### config.mk
export PLATFORM = sky130hd
export DESIGN_NAME = anode_scan_ctrl
export DESIGN_NICKNAME = d
export VERILOG_FILES = /design/src/rtl/disp_pkg.sv /design/src/rtl/hex_to_seg.sv /design/src/rtl/anode_scan_ctrl.sv
export SDC_FILE = /design/constraint.sdc
export NUM_CORES = 1
export LEC_CHECK = 0
export CORE_ASPECT_RATIO = 1.5
export CORE_UTILIZATION = 49
export CTS_CLUSTER_SIZE = 12
export DETAILED_ROUTE_END_ITERATION = 6
export HOLD_SLACK_MARGIN = 0.05
export PLACE_DENSITY_LB_ADDON = 0.05
export SKIP_LAST_GASP = 1
export SYNTH_ARGS = -nofsm -noshare
export SYNTH_HDL_FRONTEND = slang
export SYNTH_SLANG_ARGS = --single-unit
### constraint.sdc
create_clock -name clk -period 2.8 [get_ports clk]
set_clock_uncertainty 0.2 [all_clocks]
set_input_delay 0.56 -clock clk [delete_from_list [all_inputs] [get_ports clk]]
set_output_delay 0.56 -clock clk [all_outputs]
set_load 0.03 [all_outputs]
### src/rtl/disp_pkg.sv
// Shared seven-segment display definitions: blank patterns and the hex decode
// table used by every display block in the codebase.
package disp_pkg;

    // Largest digit count any display block instantiates; AN_OFF is sliced to size.
    localparam int MAX_DIG = 16;

    // Active-low segments: all ones means every segment is dark.
    localparam logic [6:0] SEG_OFF = 7'h7F;

    // Active-low anodes: all ones means no digit is selected.
    localparam logic [MAX_DIG-1:0] AN_OFF = '1;

    // Hex nibble to active-low {g,f,e,d,c,b,a} pattern.
    function automatic logic [6:0] hex2seg(input logic [3:0] hex);
        logic [6:0] seg;
        case (hex)
            4'h0: seg = 7'h40;
            4'h1: seg = 7'h79;
            4'h2: seg = 7'h24;
            4'h3: seg = 7'h30;
            4'h4: seg = 7'h19;
            4'h5: seg = 7'h12;
            4'h6: seg = 7'h02;
            4'h7: seg = 7'h78;
            4'h8: seg = 7'h00;
            4'h9: seg = 7'h10;
            4'hA: seg = 7'h08;
            4'hB: seg = 7'h03;
            4'hC: seg = 7'h46;
            4'hD: seg = 7'h21;
            4'hE: seg = 7'h06;
            default: seg = 7'h0E;
        endcase
        return seg;
    endfunction

endpackage

### src/rtl/hex_to_seg.sv
// Combinational 4-bit hex to active-low seven-segment decode.
module hex_to_seg
    import disp_pkg::*;
(
    input  logic [3:0] i_hex,
    output logic [6:0] o_seg
);

    assign o_seg = hex2seg(i_hex);

endmodule

### src/rtl/anode_scan_ctrl.sv
// Time-multiplexed seven-segment scanner. A prescaler sets how long each digit
// stays lit; the input word is snapshotted once per frame so a register write
// in the middle of a scan never shows half old, half new digits.
module anode_scan_ctrl
    import disp_pkg::*;
#(
    parameter int ANCHO       = 4,
    parameter int REFRESH_DIV = 100000
) (
    input  logic                  clk,
    input  logic                  rst,
    input  logic [2**ANCHO-1:0]   data_in,
    input  logic                  en,
    input  logic                  blank_lz,
    output logic [2**ANCHO/4-1:0] an,
    output logic [6:0]            seg,
    output logic                  dp,
    output logic                  frame_st
);

    localparam int DW    = 2**ANCHO;
    localparam int NDIG  = DW / 4;
    localparam int IDX_W = (NDIG > 1) ? $clog2(NDIG) : 1;
    localparam int PRE_W = (REFRESH_DIV > 1) ? $clog2(REFRESH_DIV) : 1;

    localparam logic [PRE_W-1:0] PRE_LAST = PRE_W'(REFRESH_DIV - 1);
    localparam logic [IDX_W-1:0] IDX_LAST = IDX_W'(NDIG - 1);

    logic [PRE_W-1:0] r_presc;
    logic [IDX_W-1:0] r_idx;
    logic [DW-1:0]    r_snap;
    logic             r_first;
    logic             r_frame_st;
    logic [NDIG-1:0]  r_an;
    logic [6:0]       r_seg;

    logic             w_tick;
    logic [3:0]       w_nib;
    logic [6:0]       w_seg;
    logic             w_upper_zero;
    logic             w_blank;
    logic [NDIG-1:0]  w_an_sel;

    assign w_tick = (r_presc == PRE_LAST);

    // Prescaler: free-running 0..REFRESH_DIV-1, tick on the last count.
    always_ff @(posedge clk) begin
        // NOTE: sequential state uses non-blocking assignments so every register
        // samples pre-edge values regardless of block ordering.
        if (rst)
            r_presc <= '0;
        else if (w_tick)
            r_presc <= '0;
        else
            r_presc <= r_presc + 1'b1;
    end

    // Digit index advance, per-frame snapshot and frame-start pulse.
    always_ff @(posedge clk) begin
        if (rst) begin
            r_idx      <= '0;
            r_snap     <= '0;
            r_first    <= 1'b1;
            r_frame_st <= 1'b0;
        end else begin
            r_frame_st <= 1'b0;
            if (w_tick) begin
                r_idx   <= (r_idx == IDX_LAST) ? '0 : r_idx + 1'b1;
                r_first <= 1'b0;
                if (r_idx == IDX_LAST || r_first) begin
                    r_snap     <= data_in;
                    r_frame_st <= 1'b1;
                end
            end
        end
    end

    assign w_nib        = r_snap[{r_idx, 2'b00} +: 4];
    assign w_upper_zero = ((r_snap >> {r_idx, 2'b00}) == '0);
    assign w_blank      = blank_lz && (r_idx != '0) && w_upper_zero;
    assign w_an_sel     = ~(NDIG'(1) << r_idx);

    hex_to_seg u_hex_to_seg (
        .i_hex (w_nib),
        .o_seg (w_seg)
    );

    // Registered pin drivers, refreshed every cycle from the current idx/snapshot.
    always_ff @(posedge clk) begin
        if (rst || !en) begin
            r_an  <= AN_OFF[NDIG-1:0];
            r_seg <= SEG_OFF;
        end else begin
            r_an  <= w_an_sel;
            r_seg <= w_blank ? SEG_OFF : w_seg;
        end
    end

    assign an       = r_an;
    assign seg      = r_seg;
    assign dp       = 1'b1;
    assign frame_st = r_frame_st;

endmodule

==> qor.csv <==
stage;metric;value;unit
logic_synthesis;synth_compound_area_frac;0.164;
floorplan;die_w;59.1;um
setup_path;required;2.82;ns
logic_synthesis;syn_area;0.00239;mm^2
hold_path;hold_depth;1;
logic_synthesis;synth_edf_count;0;
final_layout;layout_common_cells;48 x dfxtp_1, 31 x clkdlybuf4s50_1, 24 x a21oi_1, 23 x nand4_1;
cts;numClockSinks;48;
setup_path;critPathSlowestCell;mux4_2;
setup_path;crit_cells;7;
timing;setup_viol;0;
global_route;antenna_found_initial;0;
cts;root_buffer;clkbuf_8;
power;p_comb_frac;0.060;
floorplan;io_pins;33;
setup_path;worst_path_largest_cell_delay;0.58;ns
cts;cts_inserted_buffers;5;
cts;clk_latency;0.30;ns
cts;hold_buffers;0;
timing;slew_headroom;0.220;
routing;vias;2048;
timing;fmax;0.383;GHz
routing;drt_wl_total;5.58;mm
cts;cts_setup_buffers;0;
place;numPortBuffers;31;
final_layout;final_common_cell;dfxtp_1;
logic_synthesis;synth_fa_ha_area_frac;0.0523;
cts;cts_resized;0;
routing;drcViolationCount;0;
logic_synthesis;syn_inst;262;
floorplan;die_area;0.00517;mm^2
logic_synthesis;synth_top_area_cell;dfxtp_1;
logic_synthesis;muxShareOfSynthArea;0.0653;
routing;drt_iter0_drc;116;
floorplan;core;0.00462;mm^2
final_layout;syn2layout_area_growth;19.2;%
place;gp_congestion;0.844;
logic_synthesis;post_synth.cell_area_avg;9.14;um^2
setup_path;path_max_fanout;7;
timing;drv_slew;0;
routing;drt-pass1-iter-count;4;
final_layout;nFillCells;414;
routing;avgRoutedWirePerCell;15.9;um
logic_synthesis;yosysWarnings;0;
logic_synthesis;synthTopCellsByArea;dfxtp_1 40%, nand4_1 6.0%, o31ai_1 5.3%;
hold_path;hold_path.class;flop to flop;
job;drv_cap;0;
logic_synthesis;syn_nets;292;
outcome;status;finished, final reports clean;
timing;tns;0;ns
global_route;grt_pass1_wl;9.30;mm
floorplan;core.rowCount;30;
place;pre_cts_slack;0.218;ns
global_route;grt_max_degree;24;
power;power.leakage;0.992;nW
cts;cts_buffer_depth;2;
logic_synthesis;yosys.area_share.simple;0.213;
setup_path;critical-path-top-delay-family;compound AO/OA/AOI/OAI gates;
power;power_frac_clock;0.394;
final_layout;final_nets;316;
floorplan;die_y;87.6;um
power;switchingPower;0.000275;W
global_route;grt_pass1_vias;1987;
routing;ant_nets;0;
logic_synthesis;yosysTopAreaCellShare;0.401;
floorplan;start_util;0.518;
final_layout;drive_gt1_frac;0.0941;
timing;hold_viol;0;
timing;grt_setup_unrepaired;no;
place;dp_hpwl;4.00;mm
logic_synthesis;yosys_most_used_dff;dfxtp_1;
setup_path;worst_ep_arrival_time;2.64;ns
global_route;grt.total_usage;0.239;
timing;fin_crit;2.61;ns
logic_synthesis;synthDistinctLibCells;41;
power;intPower;0.000997;W
cts;clkSlewWorstSetupHoldPaths;0.09;ns
power;vdd_drop_max;409;uV
setup_path;path_cells;mux4_2, inv_1, ha_1, nor4b_1, nand2_1, o41a_1, o2111ai_1;
setup_path;end_kind;flop;
power;switching_share;0.216;
setup_path;critPathKind;flop to flop;
cts;cts_tree;yes;
logic_synthesis;synth_top_family_by_area;simple AND/OR/NAND/NOR gates;
setup_path;cp-start-kind;flop;
final_layout;antenna_cells;0;
logic_synthesis;synthXorXnorAreaFrac;0.0512;
setup_path;crit_buf_inv;1;
setup_path;r2r_cells;7;
timing;fin_ws;0.188;ns
global_route;grt_overflow;0;
routing;vias_per_cell;5.83;
timing;min_period_over_period;0.933;
cts;htree_levels;2;
power;power_density;446;mW/mm^2
power;pwr-share-seq;0.547;
logic_synthesis;ys_seq_area_frac;0.401;
logic_synthesis;async_flop_share;0;
logic_synthesis;ys_ff_latch;48;
timing;worst_pin_slew;1.17;ns
[power by group through the flow]
stage	combinational, W	clock, W	sequential, W
floorplan	0.0000219	0	0.000722
global placement	0.0000756	0	0.000712
finish	0.0000759	0.000501	0.000695
global route	0.0000810	0.000541	0.000696
CTS	0.0000764	0.000510	0.000695
detailed placement	0.0000762	0	0.000711
[state kept, by name, summed over array words and instances (netlist names)]
signal,count
r_presc,17
an,4
seg,7
r_idx,2
frame_st,1
r_first,1
r_snap,16
[area by class of cell]
class | count | area (um^2) | area share
inverters | 8 | 30.0 | 0.0105
flip-flops and latches | 48 | 961 | 0.337
clock inverters | 3 | 42.5 | 0.0149
well taps | 64 | 80.1 | 0.0281
clock buffers | 5 | 68.8 | 0.0241
repair buffers | 38 | 363 | 0.127
multi-input cells | 185 | 1310 | 0.459
[worst reg2reg max path: stages (launching register included)]
cell	delay [ns]
dfxtp_1	0.40
mux4_2	0.58
inv_1	0.13
ha_1	0.22
nor4b_1	0.25
nand2_1	0.09
o41a_1	0.54
o2111ai_1	0.12
[logic make-up (layout without fill, tap and decap cells)]
logic type,after synthesis,in the layout
fa+ha+maj,10,10
flops,48,48
compound gates,61,61
other cells,1,1
mux,9,9
xor+xnor,14,14
simple gates,90,90
buf+inv,29,54
[synthesized netlist by cell type (3+ instances only)]
cell,count
inv_1,8
xor2_1,9
nand2_1,17
dfxtp_1,48
xnor2_1,5
mux4_2,5
buf_2,9
nor3b_1,3
mux2_2,3
nor2_1,14
ha_1,10
o31ai_1,17
a21oi_1,24
nor4_1,4
or3_1,4
o211ai_1,5
nand4_1,23
o21ai_0,8
nand3_1,5
and3_1,4
or4_1,3
clkbuf_1,10
[routing by layer]
| layer | vias up | GRT usage | part of all wire |
|---|---|---|---|
| met5 | - | 0 | 0 |
| met4 | 0 | 0.106 | 0.022 |
| met3 | 10 | 0.0428 | 0.026 |
| met2 | 48 | 0.445 | 0.55 |
| met1 | 974 | 0.255 | 0.40 |
| li1 | 1016 | - | - |
[path summary, 6_finish.rpt]
kind / from / to / slack (ns)
max: r_idx[0] / seg[0] / 0.19
min: r_presc[0] / r_presc[0] / 0.24
max reg2reg: r_idx[0] / seg[0] / 0.19
min reg2reg: r_presc[0] / r_presc[0] / 0.24
[stage by stage]
| stage | utilization | power (W) | std cells | hold slack [ns] | area, um^2 |
|---|---|---|---|---|---|
| floorplan | - | 0.000744 | 262 | 0.213 | 2390 |
| global placement | 0.594 | 0.000787 | 343 | 0.226 | 2740 |
| detailed placement | 0.594 | 0.000787 | 343 | 0.231 | 2740 |
| CTS | 0.618 | 0.00128 | 351 | 0.245 | 2850 |
| global route | 0.618 | 0.00132 | 351 | 0.271 | 2850 |
| finish | 0.618 | 0.00127 | 351 | 0.241 | 2850 |
(Power assumes the default switching activity.)
